<file path="src/rtl/led_code_sequencer.sv">
// -----------------------------------------------------------------------------
// led_code_sequencer
//
// Several requesters share the single board status LED through this block.
// Each requester asks for an N-pulse blink code, and a fixed-priority arbiter
// picks the lowest active index. A tick-driven FSM then plays the pulses:
// N x (ON_TICKS lit, OFF_TICKS dark between pulses) followed by GAP_TICKS
// dark. While nothing is pending, the LED can show a heartbeat instead.
//
// Ports
//   CLK        system clock
//   RESET      asynchronous, active-high reset
//   REQ        [NREQ]    level request, bit i = requester i
//   CODE       [4*NREQ]  pulse count of requester i in bits [4i+3:4i] (0..15)
//   HB_EN      enable heartbeat blinking while idle
//   GRANT      [NREQ]    one-hot owner of the LED, all zero while idle
//   BUSY       high whenever a code is in progress (state != IDLE)
//   DONE       one-cycle pulse on the edge a granted code finishes
//   LED        LED drive, 1 = lit
//   DBG_STATE  [2]       current FSM state (0 IDLE, 1 ON, 2 OFF, 3 GAP)
//
// Request/grant handshake: requester i holds REQ[i] high, with CODE[i]
// stable, until GRANT[i] rises. CODE[i] is captured on that grant edge, and
// from then on REQ/CODE are ignored until the code ends. DONE pulses on the
// edge where GRANT falls. If REQ is still high after that edge, it counts as
// a fresh request and is arbitrated on the following edge, so at least one
// IDLE cycle always separates two codes. A code cannot be aborted; only
// RESET stops it, and in that case no DONE is issued.
//
// Parameter constraints: CLKFREQ/TICK_HZ is an integer >= 2,
// NREQ is 1..8, and all *_TICKS parameters are >= 1.
// -----------------------------------------------------------------------------
module led_code_sequencer #(
   parameter int CLKFREQ   = 25000000,
   parameter int TICK_HZ   = 10,
   parameter int NREQ      = 4,
   parameter int ON_TICKS  = 2,
   parameter int OFF_TICKS = 3,
   parameter int GAP_TICKS = 10,
   parameter int HB_TICKS  = 5
) (
   input  logic              CLK,
   input  logic              RESET,
   input  logic [NREQ-1:0]   REQ,
   input  logic [4*NREQ-1:0] CODE,
   input  logic              HB_EN,
   output logic [NREQ-1:0]   GRANT,
   output logic              BUSY,
   output logic              DONE,
   output logic              LED,
   output logic [1:0]        DBG_STATE
);

   // ---------------------------------------------------------------------------
   // Derived constants
   // ---------------------------------------------------------------------------
   localparam int TICKDIV = CLKFREQ / TICK_HZ;
   localparam int PW      = (TICKDIV > 1) ? $clog2(TICKDIV) : 1;

   // The phase counter is shared by ON/OFF/GAP. The heartbeat counter uses the
   // same width, so size both for the longest interval of the four.
   localparam int MAX_A   = (ON_TICKS  > OFF_TICKS) ? ON_TICKS  : OFF_TICKS;
   localparam int MAX_B   = (GAP_TICKS > HB_TICKS)  ? GAP_TICKS : HB_TICKS;
   localparam int MAXT    = (MAX_A > MAX_B) ? MAX_A : MAX_B;
   localparam int CW      = (MAXT > 1) ? $clog2(MAXT + 1) : 1;

   localparam logic [PW-1:0] PRESC_LAST = PW'(TICKDIV - 1);
   localparam logic [PW-1:0] PRESC_ONE  = PW'(1);
   localparam logic [CW-1:0] ON_LAST    = CW'(ON_TICKS - 1);
   localparam logic [CW-1:0] OFF_LAST   = CW'(OFF_TICKS - 1);
   localparam logic [CW-1:0] GAP_LAST   = CW'(GAP_TICKS - 1);
   localparam logic [CW-1:0] HB_LAST    = CW'(HB_TICKS - 1);
   localparam logic [CW-1:0] CNT_ONE    = CW'(1);

   typedef enum logic [1:0] {
      S_IDLE = 2'd0,
      S_ON   = 2'd1,
      S_OFF  = 2'd2,
      S_GAP  = 2'd3
   } state_t;

   // ---------------------------------------------------------------------------
   // Signals
   // ---------------------------------------------------------------------------
   state_t            state_q;
   state_t            state_d;

   logic [PW-1:0]     presc_q;
   logic              tick;

   logic [CW-1:0]     phase_q;
   logic [CW-1:0]     phase_last;
   logic              phase_end;

   logic [3:0]        pulse_q;
   logic [3:0]        pulse_dec;

   logic [CW-1:0]     hb_cnt_q;
   logic              hb_led_q;

   logic [NREQ-1:0]   grant_q;
   logic [NREQ-1:0]   grant_d;
   logic              done_q;
   logic              done_d;

   logic              arb_any;
   logic [NREQ-1:0]   arb_onehot;
   logic [3:0]        arb_code;
   logic              start;

   // ---------------------------------------------------------------------------
   // Fixed-priority arbiter. The loop scans from the top index down, so the
   // last match, which wins, is the lowest set index.
   // ---------------------------------------------------------------------------
   always_comb begin
      arb_onehot = '0;
      arb_code   = 4'd0;
      for (int i = NREQ - 1; i >= 0; i--) begin
         if (REQ[i]) begin
            arb_onehot    = '0;
            arb_onehot[i] = 1'b1;
            arb_code      = CODE[4*i +: 4];
         end
      end
   end

   assign arb_any = |REQ;
   assign start   = (state_q == S_IDLE) && arb_any;

   // ---------------------------------------------------------------------------
   // Phase bookkeeping
   // ---------------------------------------------------------------------------
   assign tick      = (presc_q == PRESC_LAST);
   assign pulse_dec = pulse_q - 4'd1;

   always_comb begin
      phase_last = '0;
      case (state_q)
         S_ON:    phase_last = ON_LAST;
         S_OFF:   phase_last = OFF_LAST;
         S_GAP:   phase_last = GAP_LAST;
         default: phase_last = '0;
      endcase
   end

   assign phase_end = tick && (state_q != S_IDLE) && (phase_q == phase_last);

   // ---------------------------------------------------------------------------
   // FSM: state register
   // ---------------------------------------------------------------------------
   always_ff @(posedge CLK or posedge RESET) begin
      if (RESET) begin
         state_q <= S_IDLE;
      end else begin
         state_q <= state_d;
      end
   end

   // ---------------------------------------------------------------------------
   // FSM: next-state logic
   // ---------------------------------------------------------------------------
   always_comb begin
      state_d = state_q;
      case (state_q)
         S_IDLE: begin
            // A zero-length code still owns the LED for one dark gap.
            if (arb_any) begin
               state_d = (arb_code != 4'd0) ? S_ON : S_GAP;
            end
         end
         S_ON: begin
            if (phase_end) begin
               state_d = (pulse_dec != 4'd0) ? S_OFF : S_GAP;
            end
         end
         S_OFF: begin
            if (phase_end) begin
               state_d = S_ON;
            end
         end
         S_GAP: begin
            if (phase_end) begin
               state_d = S_IDLE;
            end
         end
         default: state_d = S_IDLE;
      endcase
   end

   // ---------------------------------------------------------------------------
   // FSM: output logic
   // ---------------------------------------------------------------------------
   always_comb begin
      grant_d = grant_q;
      done_d  = 1'b0;
      if (start) begin
         grant_d = arb_onehot;
      end else if ((state_q == S_GAP) && phase_end) begin
         grant_d = '0;
         done_d  = 1'b1;
      end
   end

   // The LED is decoded from registered state. HB_EN gates the idle heartbeat
   // directly, so clearing HB_EN darkens the LED at once.
   assign LED       = (state_q == S_ON) ||
                      ((state_q == S_IDLE) && HB_EN && hb_led_q);
   assign BUSY      = (state_q != S_IDLE);
   assign GRANT     = grant_q;
   assign DONE      = done_q;
   assign DBG_STATE = state_q;

   always_ff @(posedge CLK or posedge RESET) begin
      if (RESET) begin
         grant_q <= '0;
         done_q  <= 1'b0;
      end else begin
         grant_q <= grant_d;
         done_q  <= done_d;
      end
   end

   // ---------------------------------------------------------------------------
   // Prescaler. It runs freely, but it is re-aligned when a code starts so
   // that every phase lasts an exact multiple of TICKDIV clocks.
   // ---------------------------------------------------------------------------
   always_ff @(posedge CLK or posedge RESET) begin
      if (RESET) begin
         presc_q <= '0;
      end else if (start || tick) begin
         presc_q <= '0;
      end else begin
         presc_q <= presc_q + PRESC_ONE;
      end
   end

   // ---------------------------------------------------------------------------
   // Phase counter. It counts ticks within the current state. Every phase end
   // is also a state change, and the counter restarts on any state change.
   // ---------------------------------------------------------------------------
   always_ff @(posedge CLK or posedge RESET) begin
      if (RESET) begin
         phase_q <= '0;
      end else if (state_d != state_q) begin
         phase_q <= '0;
      end else if (tick && (state_q != S_IDLE)) begin
         phase_q <= phase_q + CNT_ONE;
      end
   end

   // ---------------------------------------------------------------------------
   // Pulse counter. It holds the pulses remaining, including the one being lit.
   // ---------------------------------------------------------------------------
   always_ff @(posedge CLK or posedge RESET) begin
      if (RESET) begin
         pulse_q <= 4'd0;
      end else if (start) begin
         pulse_q <= arb_code;
      end else if ((state_q == S_ON) && phase_end) begin
         pulse_q <= pulse_dec;
      end
   end

   // ---------------------------------------------------------------------------
   // Heartbeat. It is active only while idle with HB_EN set. Leaving IDLE or
   // clearing HB_EN restarts it dark with a fresh count.
   // ---------------------------------------------------------------------------
   always_ff @(posedge CLK or posedge RESET) begin
      if (RESET) begin
         hb_cnt_q <= '0;
         hb_led_q <= 1'b0;
      end else if ((state_q != S_IDLE) || arb_any || !HB_EN) begin
         hb_cnt_q <= '0;
         hb_led_q <= 1'b0;
      end else if (tick) begin
         if (hb_cnt_q == HB_LAST) begin
            hb_cnt_q <= '0;
            hb_led_q <= ~hb_led_q;
         end else begin
            hb_cnt_q <= hb_cnt_q + CNT_ONE;
         end
      end
   end

endmodule

</file>
<file path="config.mk">
export PLATFORM = sky130hd
export DESIGN_NAME = led_code_sequencer
export DESIGN_NICKNAME = d
export VERILOG_FILES = /design/src/rtl/led_code_sequencer.sv
export SDC_FILE = /design/constraint.sdc
export NUM_CORES = 1
export LEC_CHECK = 0
export BUFFER_PORTS_ARGS = -buffer_cell sky130_fd_sc_hd__buf_2
export CAP_MARGIN = 20
export CORE_ASPECT_RATIO = 1.4
export CORE_MARGIN = 4
export CORE_UTILIZATION = 55
export CTS_CLUSTER_DIAMETER = 30
export DETAILED_ROUTE_END_ITERATION = 16
export PLACE_DENSITY = 0.76
export REMOVE_ABC_BUFFERS = 1
export SLEW_MARGIN = 15
export SYNTH_ARGS = -nofsm -noshare
export SYNTH_HDL_FRONTEND = slang
export SYNTH_SLANG_ARGS = --single-unit
</file>
<file path="constraint.sdc">
create_clock -name CLK -period 2.6 [get_ports CLK]
set_input_delay 0.26 -clock CLK [delete_from_list [all_inputs] [get_ports CLK]]
set_output_delay 0.26 -clock CLK [all_outputs]
set_load 0.01 [all_outputs]
</file>
# ---- Word level (Yosys, flattened, before mapping)
# Index checks and enable logic that the tools add are counted.
dict set report totals {
  register_bits 42
  latch_bits 0
  mem_bits_rw 0
  mem_bits_ro 0
  input_bits 23
  output_inout_bits 9
  wordCells 74
  mem_count 0
}
dict set report op_classes {
  n_addsub 4
  mul 0
  div_mod_pow 0
  order_cmp 0
  n_eq_ne 7
  shifts 0
  muxes 31
  n_bitwise 1
  reduce_logical 23
}
# cell n
set op_table {}
lappend op_table {{2-to-1 mux 4 bit} 17}
lappend op_table {{adder 22 x 1 -> 22 bit (second input constant)} 1}
lappend op_table {{equality test 22 bit (second input constant)} 1}
lappend op_table {{2-to-1 mux 22 bit} 1}
lappend op_table {{case mux 4 bit (3 select lines)} 1}
lappend op_table {{nonzero test 2 bit} 6}
lappend op_table {{2-to-1 mux 2 bit} 5}
lappend op_table {{adder 4 x 1 -> 4 bit (second input constant)} 2}
lappend op_table {{case mux 2 bit (4 select lines)} 1}
lappend op_table {{nonzero test 4 bit} 2}
lappend op_table {{logical AND 1 bit} 7}
lappend op_table {{2-to-1 mux 1 bit} 6}
lappend op_table {{equality test 2 bit (second input constant)} 2}
lappend op_table {{equality test 4 x 3 -> 1 bit (second input constant)} 1}
lappend op_table {{equality test 4 bit} 1}
lappend op_table {{logical OR 1 bit} 4}
lappend op_table {{OR reduction 4 bit} 1}
lappend op_table {{subtractor 4 x 1 -> 4 bit (second input constant)} 1}
lappend op_table {{equality test 2 x 1 -> 1 bit (second input constant)} 1}
lappend op_table {{logical NOT 2 bit} 1}
lappend op_table {{!= test 2 bit} 1}
lappend op_table {{AND reduction 2 bit} 1}
lappend op_table {{logical NOT 1 bit} 1}
lappend op_table {{NOT 1 bit} 1}

# ---- Logic depth before layout (Yosys ltp)
dict set report logic_depth {
  depth_word 10
  mapped_depth 8
  depth_no_buf 6
}

# ---- Worst setup path after synthesis
# OpenSTA, ideal clock, no wires.
dict set report synth_timing {
  path_type {register to register}
  start {register presc_q[0]}
  end {register hb_cnt_q[2]}
  setup_ns 0.079
  arrival_time_ns 2.047
  required_time_ns 2.521
  slack_ns 0.473
  path_stages_with_launch 8
  n_path_buf 1
  period_less_slack_ns 2.127
  path_cell_list {dfrtp_1 > ha_1 > and4_1 > nand4_1 > or3_4 > buf_6 > or3b_1 > a21oi_1}
}
dict set report synth_between {
  elab_chain_len 2
}
# element line
set synth_lines {}
lappend synth_lines {{from (decl)} 88} ;# logic [PW-1:0] presc_q;
lappend synth_lines {{from (signal assigned)} 233} ;# presc_q <= presc_q + PRESC_ONE;
lappend synth_lines {{equality test 22 bit} 133} ;# assign tick = (presc_q == PRESC_LAST);
lappend synth_lines {{nonzero test 2 bit (no source line)} --}
lappend synth_lines {{to (signal assigned)} 280} ;# hb_cnt_q <= hb_cnt_q + CNT_ONE;
lappend synth_lines {{to (decl)} 98} ;# logic [CW-1:0] hb_cnt_q;
# Every way passes these cells.
# A chain may end at the register's enable or synchronous reset.

# ---- Worst setup path after layout
dict set report layout_timing {
  start {register presc_q[0]}
  end {register hb_led_q}
}
dict set report layout_between {
  elab_chain_len 3
}
# element line
set layout_lines {}
lappend layout_lines {{equality test 22 bit} 133}
lappend layout_lines {{nonzero test 2 bit (no source line)} --}
lappend layout_lines {{AND reduction 2 bit (no source line)} --}
lappend layout_lines {{to (signal assigned)} 278} ;# hb_led_q <= ~hb_led_q;
lappend layout_lines {{to (decl)} 99} ;# logic hb_led_q;
# Every way passes these cells.

==> qor.csv <==
metric,value,unit
top post-synthesis cells by area,"dfrtp_1 42%, xnor2_1 6.0%, nor2_1 5.9%",
VDD IR max,328,uV
crit-path max FO,12,
compound-gate portion of the synthesized area,11.0,%
clock skew,0.0169,ns
final setup fails,0,
CTS clock-pin slew for the worst setup and hold paths,0.09,ns
Post-Synth Adder-Cell Area,3.01,%
Power Dens Cells,440,nW/um^2
r2r startpoint,presc_q[0],
unrepaired setup endpoints after global routing,no,
mux cell area share after synthesis,2.06,%
# DRC,0,
TritonCTS sink count,42,
Slew @ Worst Pin,0.580,ns
post-CTS resize count,0,
Final ANT Viol Nets,0,
top achievable clock speed,418,MHz
post-synthesis xor/xnor area fraction,7.72,%
Final GP Congestion,0.793,
Post-Synth Simple-Gate Area,30.0,%
Yosys top cell area share,42.1,%
largest family of logic cells by synthesized area,simple AND/OR/NAND/NOR gates,
CTS tree,yes,
Area after DPL,2700,sq um
die height,87.7,um
Setup TNS,0,ns
Hold Crit Class,input pin to async pin,
most frequent cell after synthesis,dfrtp_1,
crit end category,register,
post-synthesis cell count,279,
#FFs+latches synth,42,
Post-CTS Hold Buffers,0,
antenna cells,0,
R2R Setup Slk,0.21,ns
design area,2810,sq um
post-CTS setup buffers,0,
Reg2Reg Capture Point,hb_led_q,
number of synthesized flops with an enable pin,0,
Inserted Clock Buffers,5,
Final Critical Period,2.39,ns
CTS H-Tree Depth,2,
Row Count,28,
vias in the first global route,2086,
share of layout cells above drive strength 1,15.8,%
status,"complete, no violations",
first-pass GRT wire length,9490,um
Final period util,92.0,%
DR pass1 iterations,4,
Slew Limit Headroom,60.4,%
top post-synthesis cells by count,"42 x dfrtp_1, 39 x nor2_1, 22 x nand2_1",
Clock Latency Late Sink,0.31,ns
Crit Path Class,register to register,
I/O pins,32,
Initial Util,57.9,%
ys async rst share,100,%
Leak,0.00118,uW
initial antenna violation count,0,
FF-to-FF path depth,6,
Post-Route WL,5420,um
final design utilization,65.1,%
CTS root buffer,clkbuf_8,
mean post-synth cell area,8.95,sq um
DR WL/cell,14.6,um
Final nets,338,
CP required,2.83,ns
IO buf count,31,
Synth Cell Area,2500,sq um
crit path launch type,register,
Synth Flop Type,dfrtp_1,
die area,5700,sq um
Ys Warns,0,
total grt overflow,0,
GRT Util Overall,21.3,%
Max-Cap Viols,0,
Area Overhead vs Synth,12.4,%
Vias,2108,
"Hold Violations, Final",0,
Starting DRT DRC Count,112,
WP data arrival,2.62,ns
Max Buffers Root-to-Sink,2,
core area,4310,sq um
maximum number of pins on one net before global-route repair,43,
chip width,64.9,um
Pins Over Slew Limit,0,
post-synth cell types,49,
sequential cell area fraction in the yosys report,42.1,%
Post-DP HPWL,3930,um
Yosys top cell by area,dfrtp_1,
post-DR vias/cell,5.70,
==> metrics by stage <==
step | total power (uW) | worst slack (ns) | std cells | hold slack [ns]
2_1_floorplan | 702 | 0.430 | 268 | 0.391
4_1_cts | 1250 | 0.204 | 370 | 0.0835
3_3_place_gp | 736 | 0.336 | 362 | 0.417
5_1_grt | 1290 | 0.00865 | 370 | 0.127
3_5_place_dp | 736 | 0.229 | 362 | 0.419
6_report | 1240 | 0.208 | 370 | 0.0778
==> registers in the layout (all words and copies together) (netlist names) <==
name	cells
DBG_STATE	2
GRANT	4
presc_q	22
hb_cnt_q	4
pulse_q	4
hb_led_q	1
phase_q	4
DONE	1
==> worst max path at each step <==
| stage | start | to | slack, ns |
|---|---|---|---|
| detailed placement | presc_q[0] | pulse_q[2] | 0.23 |
| global route | presc_q[0] | hb_led_q | 0.009 |
| finish | presc_q[0] | hb_led_q | 0.21 |
| CTS | presc_q[0] | pulse_q[2] | 0.20 |
| floorplan | presc_q[0] | hb_cnt_q[3] | 0.43 |
| global placement | presc_q[0] | hb_cnt_q[3] | 0.34 |
==> critical path, stage by stage (launching register included) <==
cell and delay [ns]:
dfrtp_1 0.41, ha_1 0.26, and4_1 0.28, nand4_1 0.24, or3_4 0.52, or3_2 0.47
a21oi_1 0.16
==> routing by layer <==
metal  GRT usage, %  vias up  wire length (um)
met3           4.11       12               247
met4           8.46        0               130
met5              0        -                 0
met1           24.2      990              2290
li1               -     1066                 -
met2           38.8       40              2750
==> final cells by class <==
class,count,area (sq um)
well taps,60,75.1
inverters,13,48.8
clock inverters,2,37.5
multi-input cells,213,1340
flip-flops and latches,42,1050
fillers,372,1500
clock buffers,6,72.6
repair buffers,34,178
==> kinds of logic after synthesis <==
logic type                 after synthesis
muxes                                    5
DFF                                     42
adders and majority gates                6
AOI/OAI and AO/OA                       40
and+or+nand+nor                        140
buffers and inverters                   24
xor gates and xnor gates                22
==> power by group <==
part / internal [uW] / switching, uW
clock network: 287 / 227
logic: 25.7 / 39.0
registers: 655 / 3.14
total: 967 / 269
==> layout by cell type, fill, tap and decap left out, types with 7 or more instances in the layout <==
cell type and count:
nand2_1 22, nand3_1 11, nand4_1 13, inv_1 13
o21ai_0 7, a21oi_1 15, buf_2 31, nor2_1 39
dfrtp_1 42, xnor2_1 17, nor3_1 13
No activity file was read; power rests on OpenSTA's default activity.
